**config.mk**
```make
export PLATFORM = sky130hd
export DESIGN_NAME = instr_mem_pipe
export DESIGN_NICKNAME = d
export VERILOG_FILES = /design/src/rtl/imem_pkg.sv /design/src/rtl/imem_rsp_fifo.sv /design/src/rtl/instr_mem_pipe.sv
export SDC_FILE = /design/constraint.sdc
export NUM_CORES = 1
export LEC_CHECK = 0
export CAP_MARGIN = 20
export CORE_MARGIN = 2
export CORE_UTILIZATION = 46
export DETAILED_ROUTE_END_ITERATION = 10
export PLACE_DENSITY = 0.75
export RECOVER_POWER = 100
export SLEW_MARGIN = 10
export SYNTH_ARGS = -nofsm -noshare
export SYNTH_HDL_FRONTEND = slang
export SYNTH_HIERARCHICAL = 1
export SYNTH_MEMORY_MAX_BITS = 65536
export SYNTH_SLANG_ARGS = --single-unit
export TNS_END_PERCENT = 20
```
**constraint.sdc**
```tcl
create_clock -name clk -period 3.3 [get_ports clk]
set_clock_uncertainty 0.1 [all_clocks]
set_input_delay 0.66 -clock clk [delete_from_list [all_inputs] [get_ports clk]]
set_output_delay 0.66 -clock clk [all_outputs]
set_load 0.03 [all_outputs]
```
**src/rtl/imem_pkg.sv**
```systemverilog
// imem_pkg: shared defaults, latency limits and index-width helper.
// Imported by instr_mem_pipe and imem_rsp_fifo.
package imem_pkg;

    localparam int IMEM_DATA_W_DEF = 32;
    localparam int IMEM_DEPTH_DEF  = 128;
    localparam int IMEM_ADDR_W_DEF = 32;
    localparam int IMEM_BYTE_DEF   = 1;
    localparam int IMEM_LAT_DEF    = 1;
    localparam int IMEM_LAT_MIN    = 1;
    localparam int IMEM_LAT_MAX    = 3;

    // Bits needed to index n entries (never less than 1).
    function automatic int imem_idx_w(input int n);
        return (n <= 2) ? 1 : $clog2(n);
    endfunction

endpackage

```
**src/rtl/imem_rsp_fifo.sv**
```systemverilog
// imem_rsp_fifo: small response FIFO with synchronous flush.
// Ports: i_push/i_data write, i_pop/o_valid/o_data read (o_data=0 when empty).
module imem_rsp_fifo
    import imem_pkg::*;
#(
    parameter int WIDTH = IMEM_DATA_W_DEF + 1,
    parameter int DEPTH = IMEM_LAT_DEF + 1
) (
    input  logic             clk,
    input  logic             rst_n,
    input  logic             i_flush,
    input  logic             i_push,
    input  logic [WIDTH-1:0] i_data,
    input  logic             i_pop,
    output logic             o_valid,
    output logic [WIDTH-1:0] o_data
);

    localparam int PW = imem_idx_w(DEPTH);
    localparam int CW = imem_idx_w(DEPTH + 1);

    logic [WIDTH-1:0] r_buf [DEPTH];
    logic [PW-1:0]    r_wp;
    logic [PW-1:0]    r_rp;
    logic [CW-1:0]    r_cnt;
    logic             w_pop;

    function automatic logic [PW-1:0] f_inc(
        input logic [PW-1:0] p
    );
        return (p == PW'(DEPTH - 1)) ? '0 : p + PW'(1);
    endfunction

    assign w_pop = i_pop & (r_cnt != '0);

    always_ff @(posedge clk or negedge rst_n) begin
        if (!rst_n) begin
            r_wp  <= '0;
            r_rp  <= '0;
            r_cnt <= '0;
        end else if (i_flush) begin
            r_wp  <= '0;
            r_rp  <= '0;
            r_cnt <= '0;
        end else begin
            if (i_push)
                r_wp <= f_inc(r_wp);
            if (w_pop)
                r_rp <= f_inc(r_rp);
            if (i_push && !w_pop)
                r_cnt <= r_cnt + CW'(1);
            else if (!i_push && w_pop)
                r_cnt <= r_cnt - CW'(1);
        end
    end

    // Storage needs no reset: the count gates every read.
    always_ff @(posedge clk) begin
        if (i_push)
            r_buf[r_wp] <= i_data;
    end

    assign o_valid = (r_cnt != '0);
    assign o_data  = o_valid ? r_buf[r_rp] : '0;

endmodule

```
**src/rtl/instr_mem_pipe.sv**
```systemverilog
// instr_mem_pipe: pipelined instruction memory, valid/ready fetch, flush,
// in-order response FIFO. Define IMEM_PROG_PORT_EN to add prog_* write port.
// Ports: clk, rst_n, req_valid/ready/addr, flush, rsp_valid/ready/data/err.
module instr_mem_pipe
    import imem_pkg::*;
#(
    parameter int DATA_W    = IMEM_DATA_W_DEF,
    parameter int DEPTH     = IMEM_DEPTH_DEF,
    parameter int ADDR_W    = IMEM_ADDR_W_DEF,
    parameter int BYTE_ADDR = IMEM_BYTE_DEF,
    parameter int LAT       = IMEM_LAT_DEF,
    parameter     INIT_FILE = ""
) (
    input  logic                        clk,
    input  logic                        rst_n,
`ifdef IMEM_PROG_PORT_EN
    input  logic                        prog_we,
    input  logic [imem_idx_w(DEPTH)-1:0] prog_addr,
    input  logic [DATA_W-1:0]           prog_data,
`endif
    input  logic                        req_valid,
    output logic                        req_ready,
    input  logic [ADDR_W-1:0]           req_addr,
    input  logic                        flush,
    output logic                        rsp_valid,
    input  logic                        rsp_ready,
    output logic [DATA_W-1:0]           rsp_data,
    output logic                        rsp_err
);

    localparam int LAT_C =
        (LAT < IMEM_LAT_MIN) ? IMEM_LAT_MIN :
        (LAT > IMEM_LAT_MAX) ? IMEM_LAT_MAX : LAT;
    localparam int IW    = imem_idx_w(DEPTH);
    localparam int LSB   = (BYTE_ADDR != 0) ? 2 : 0;
    localparam int TOP   = IW + LSB;
    localparam int OCC_W = imem_idx_w(LAT_C + 2);
    localparam logic [OCC_W-1:0] OCC_MAX =
        OCC_W'(LAT_C + 1);

    logic [DATA_W-1:0] r_mem [DEPTH];

    logic [IW-1:0]     w_idx;
    logic              w_hi;
    logic              w_mis;
    logic              w_err;
    logic [DATA_W-1:0] w_rd;
    logic              w_acc;
    logic              w_cons;
    logic              w_push;
    logic [DATA_W:0]   w_pdat;
    logic              w_fvalid;
    logic [DATA_W:0]   w_fdata;
    logic [OCC_W-1:0]  w_occ_nxt;
    logic [OCC_W-1:0]  r_occ;
    logic              r_ready;

    // Contents start at zero; reset never touches them.
    initial begin
        for (int i = 0; i < DEPTH; i++)
            r_mem[i] = '0;
    end

`ifdef IMEM_PROG_PORT_EN
    // Fetch reads r_mem combinationally before this edge: old data wins.
    always_ff @(posedge clk) begin
        if (prog_we)
            r_mem[prog_addr] <= prog_data;
    end
`endif

    assign w_idx = req_addr[TOP-1:LSB];

    generate
        if (ADDR_W > TOP) begin : g_hi
            assign w_hi = |req_addr[ADDR_W-1:TOP];
        end else begin : g_nohi
            assign w_hi = 1'b0;
        end
        if (BYTE_ADDR != 0) begin : g_byte
            assign w_mis = |req_addr[1:0];
        end else begin : g_word
            assign w_mis = 1'b0;
        end
    endgenerate

    assign w_err = w_hi | w_mis;
    assign w_rd  = w_err ? '0 : r_mem[w_idx];

    assign req_ready = r_ready & ~flush;
    assign w_acc     = req_valid & req_ready;
    assign w_cons    = w_fvalid & rsp_ready;

    // The FIFO write is the last of the LAT register stages,
    // so LAT-1 explicit stages sit in front of it.
    generate
        if (LAT_C == 1) begin : g_lat1
            assign w_push = w_acc;
            assign w_pdat = {w_err, w_rd};
        end else begin : g_latn
            logic [LAT_C-2:0] r_pv;
            logic [DATA_W:0]  r_pd [LAT_C-1];

            always_ff @(posedge clk or negedge rst_n) begin
                if (!rst_n) begin
                    r_pv <= '0;
                    for (int i = 0; i < LAT_C - 1; i++)
                        r_pd[i] <= '0;
                end else begin
                    r_pv[0] <= w_acc & ~flush;
                    r_pd[0] <= {w_err, w_rd};
                    for (int i = 1; i < LAT_C - 1; i++) begin
                        r_pv[i] <= r_pv[i-1] & ~flush;
                        r_pd[i] <= r_pd[i-1];
                    end
                end
            end

            assign w_push = r_pv[LAT_C-2];
            assign w_pdat = r_pd[LAT_C-2];
        end
    endgenerate

    imem_rsp_fifo #(
        .WIDTH (DATA_W + 1),
        .DEPTH (LAT_C + 1)
    ) u_fifo (
        .clk     (clk),
        .rst_n   (rst_n),
        .i_flush (flush),
        .i_push  (w_push),
        .i_data  (w_pdat),
        .i_pop   (w_cons),
        .o_valid (w_fvalid),
        .o_data  (w_fdata)
    );

    assign rsp_valid = w_fvalid;
    assign rsp_err   = w_fdata[DATA_W];
    assign rsp_data  = w_fdata[DATA_W-1:0];

    // Occupancy covers in-flight plus buffered, so the FIFO
    // can never overflow and backpressure never drops data.
    always_comb begin
        w_occ_nxt = r_occ;
        if (flush)
            w_occ_nxt = '0;
        else if (w_acc && !w_cons)
            w_occ_nxt = r_occ + OCC_W'(1);
        else if (!w_acc && w_cons)
            w_occ_nxt = r_occ - OCC_W'(1);
    end

    always_ff @(posedge clk or negedge rst_n) begin
        if (!rst_n) begin
            r_occ   <= '0;
            r_ready <= 1'b0;
        end else begin
            r_occ   <= w_occ_nxt;
            r_ready <= ~flush & (w_occ_nxt < OCC_MAX);
        end
    end

endmodule

```
==> results of run 1 <==
==> worst max-delay path, delay by kind of cell, from the launching register on <==
kind | cells | cell delay (ns)
flip-flops | 1 | 0.44
AND/OR/NAND/NOR | 2 | 0.31
buffers and inverters | 2 | 1.20
==> per-layer routing <==
layer  vias to the layer above  part of all wire  GRT usage
li1                        944                 -          -
met1                       864              0.40      0.169
met2                        56              0.51      0.268
met3                        10             0.071     0.0477
met4                         0             0.018     0.0693
met5                         -                 0          0
==> synth_stat cells, drive strengths merged (2+ instances only) <==
cell type	instances
and2	2
nand2	3
nor3	2
nor2b	3
nor2	39
buf	7
o21ai	3
inv	4
o311ai	2
and4	2
edfxtp	66
mux2i	35
dfrtp	7
xor2	2
nor4	5
==> logic make-up after synthesis <==
| group | after synthesis | share of synthesized area |
|---|---|---|
| AO/OA/AOI/OAI | 11 | 0.0290 |
| multiplexers | 36 | 0.120 |
| buffers and inverters | 11 | 0.0236 |
| flip-flops | 73 | 0.714 |
| other | 1 | 0.00124 |
| AND/OR/NAND/NOR | 62 | 0.103 |
| XOR/XNOR | 3 | 0.00870 |
==> through the flow <==
stage | power, W | hold WS [ns] | instance area, sq um | cells
finish | 0.00194 | 0.482 | 4170 | 416
detailed placement | 0.00131 | 0.502 | 4000 | 400
floorplan | 0.00120 | 0.264 | 3260 | 260
global route | 0.00203 | 0.499 | 4170 | 416
global placement | 0.00130 | 0.484 | 4000 | 400
CTS | 0.00197 | 0.495 | 4200 | 416
==> placed cells by master, fill, tap and decap left out, types with 2 or more instances in the layout <==
cell type / Yosys / routed
edfxtp_1: 66 / 66
conb_1: 1 / 64
nor2_1: 38 / 39
mux2i_1: 35 / 35
dlygate4sd3_1: 0 / 33
clkdlybuf4s50_1: 0 / 31
clkbuf_8: 0 / 9
dfrtp_1: 7 / 6
nor4_1: 5 / 5
nor2b_1: 3 / 3
inv_1: 2 / 3
clkbuf_2: 0 / 3
and2_0: 0 / 2
nand2_1: 2 / 2
o311ai_1: 2 / 2
and4_1: 2 / 2
nor3_1: 2 / 2
xor2_1: 2 / 2
clkinvlp_4: 0 / 2
clkinv_4: 0 / 2
o21ai_1: 2 / 2
==> sequential cells by signal, indices dropped and copies added, names as in the netlist <==
signal        cells
u_fifo/r_buf     66
r_occ             2
u_fifo/r_rp       1
u_fifo/r_wp       1
r_ready           1
u_fifo/r_cnt      2
==> worst max path at each step <==
stage                                    end  cells past startpoint  slack [ns]
after floorplan           u_fifo/r_buf[0][0]                      3        0.40
after global placement             req_ready                      3        0.65
after detailed placement           req_ready                      3        0.64
after CTS                       rsp_data[22]                      4        0.35
after global routing                 rsp_err                      4        0.12
final                                rsp_err                      4        0.26
==> layout make-up <==
class / count / share of cell area
Clock inverter: 7 / 0.0171
Multi-Input combinational cell: 176 / 0.244
Inverter: 4 / 0.00360
Timing Repair Buffer: 70 / 0.165
Clock buffer: 9 / 0.0297
Sequential cell: 73 / 0.518
Tap cell: 77 / 0.0231
==> power by group through the flow <==
stage                     Sequential [W]  Combinational [W]  Clock, W
after global routing             0.00106           0.000233  0.000734
after detailed placement         0.00108           0.000226         0
after floorplan                  0.00107           0.000125         0
after CTS                        0.00106           0.000227  0.000686
after global placement           0.00108           0.000221         0
final                            0.00106           0.000212  0.000668
==> flow_summary.json, run 1 <==
{
  "wire_per_inst_microns": 12.0,
  "r2r_end": "u_fifo/r_buf[0][2]",
  "cts_tree": "yes",
  "async_flop_share": 0.0959,
  "cp_max_fo": 24,
  "relSlewSlack": 0.400,
  "worst-endpoint-arrival_ns": 2.28,
  "postSynthCellCount": 197,
  "antenna_found_initial": 0,
  "critPathMaxStageDelay_ns": 0.72,
  "firstDrtPassIters": 4,
  "fin_crit_sh": 0.921,
  "p_int_w": 0.00148,
  "globalRouteOverflowTotal": 0,
  "ys_top_cells_by_area": "edfxtp_1, mux2i_1, dfrtp_1",
  "crit_type": "register to primary output",
  "rsz0062_at_grt": "false",
  "min_to": "u_fifo/r_wp",
  "start_util": 0.475,
  "diodes": 0,
  "gp_congestion": 0.773,
  "syn_to_final_growth_pct": 38.0,
  "nets": 371,
  "drtAntennaViolNets": 0,
  "cts_setup_buffers": 0,
  "fin_tns_setup_ns": 0,
  "syn_area_sq_um": 3020,
  "grt_pass1_wl_microns": 8400,
  "clk_path_buf_depth": 2,
  "slowest_stage": "dlygate4sd3_1",
  "cts.sinks": 73,
  "fmax_mhz": 329,
  "grt_max_degree": 34,
  "netSwitchingFraction": 0.236,
  "maxCapViolCount": 0,
  "h-tree-depth": 3,
  "status": "complete, no violations",
  "setup_viol": 0,
  "comb_power_share": 0.109,
  "dpl.hpwl_microns": 3240,
  "ir_drop_mv": 0.257,
  "rr_worst_depth": 4,
  "core_area_sq_um": 6350,
  "detail_route.iter0.violations": 88,
  "wirelength_microns": 4990,
  "min_path_cells": 2,
  "startpoint_type": "register",
  "switching_power_w": 0.000457,
  "synth_ff_type": "edfxtp_1",
  "pre_cts_ws_ns": 0.641,
  "cts_buffers": 9,
  "grt_pass1_vias": 1901,
  "hold_viol_final": 0,
  "synth_cell_types": 36,
  "track_usage": 0.152,
  "via_per_inst": 4.50,
  "fillers": 503,
  "rr_startpoint": "r_ready",
  "yosysTopAreaCellShare": 0.656,
  "final.setup.worst_slack_ns": 0.260,
  "pwr-share-seq": 0.546,
  "power_density_nw_per_um2": 465,
  "clkPwrFrac": 0.345,
  "syn_area_per_cell_sq_um": 15.3,
  "worst-r2r-setup-slack_ns": 0.97,
  "num_vias": 1874,
  "cp.required_ns": 2.54,
  "die_h_microns": 85.0,
  "dieArea_sq_um": 7230,
  "io_buffers": 64,
  "leakagePower_nw": 1.58,
  "yosys_warnings": 6,
  "cts_hold_buf": 0,
  "drive_above_1_share": 0.0737,
  "period_minus_slack_ns": 3.04,
  "worstSetupStartpoint": "u_fifo/r_cnt[0]",
  "tightest_slew_ns": 0.900,
  "seq_area_frac_synth": 0.714,
  "post_cts_resized": 0,
  "drc_errors": 0,
  "cts_root_buffer": "clkbuf_8",
  "die_x_microns": 85.0,
  "fp-row-count": 29,
  "final_core_util": 0.656,
  "yosysTopAreaCell": "edfxtp_1",
  "multi_input_area_sq_um": 1010,
  "clkSlewWorstSetupHoldPaths_ns": 0.07,
  "worst_path_most_repeated_cell": "nor2_1",
  "hold_class": "register to register",
  "clk_latency_ns": 0.33,
  "seq_area_sq_um": 2160,
  "end_kind": "primary output",
  "hold_start": "u_fifo/r_wp",
  "pin_count": 72,
  "cp_cell_sequence": "nor2_1, clkbuf_2, nor2_1, dlygate4sd3_1",
  "drv_slew": 0,
  "synth_edf_count": 66,
  "ys_seq_elements": 73
}
Note: power is estimated with default switching activity, not from simulation.
==> run 2: changes to the inputs <==
HOLD_SLACK_MARGIN = 0.1   (was default)
==> results of run 2 <==
The final DEF is identical to that of run 1; final timing and power are the same.
==> run 3: changes to the inputs <==
HOLD_SLACK_MARGIN = default   (was 0.1)
==> results of run 3 <==
The final DEF is identical to that of run 1; final timing and power are the same.
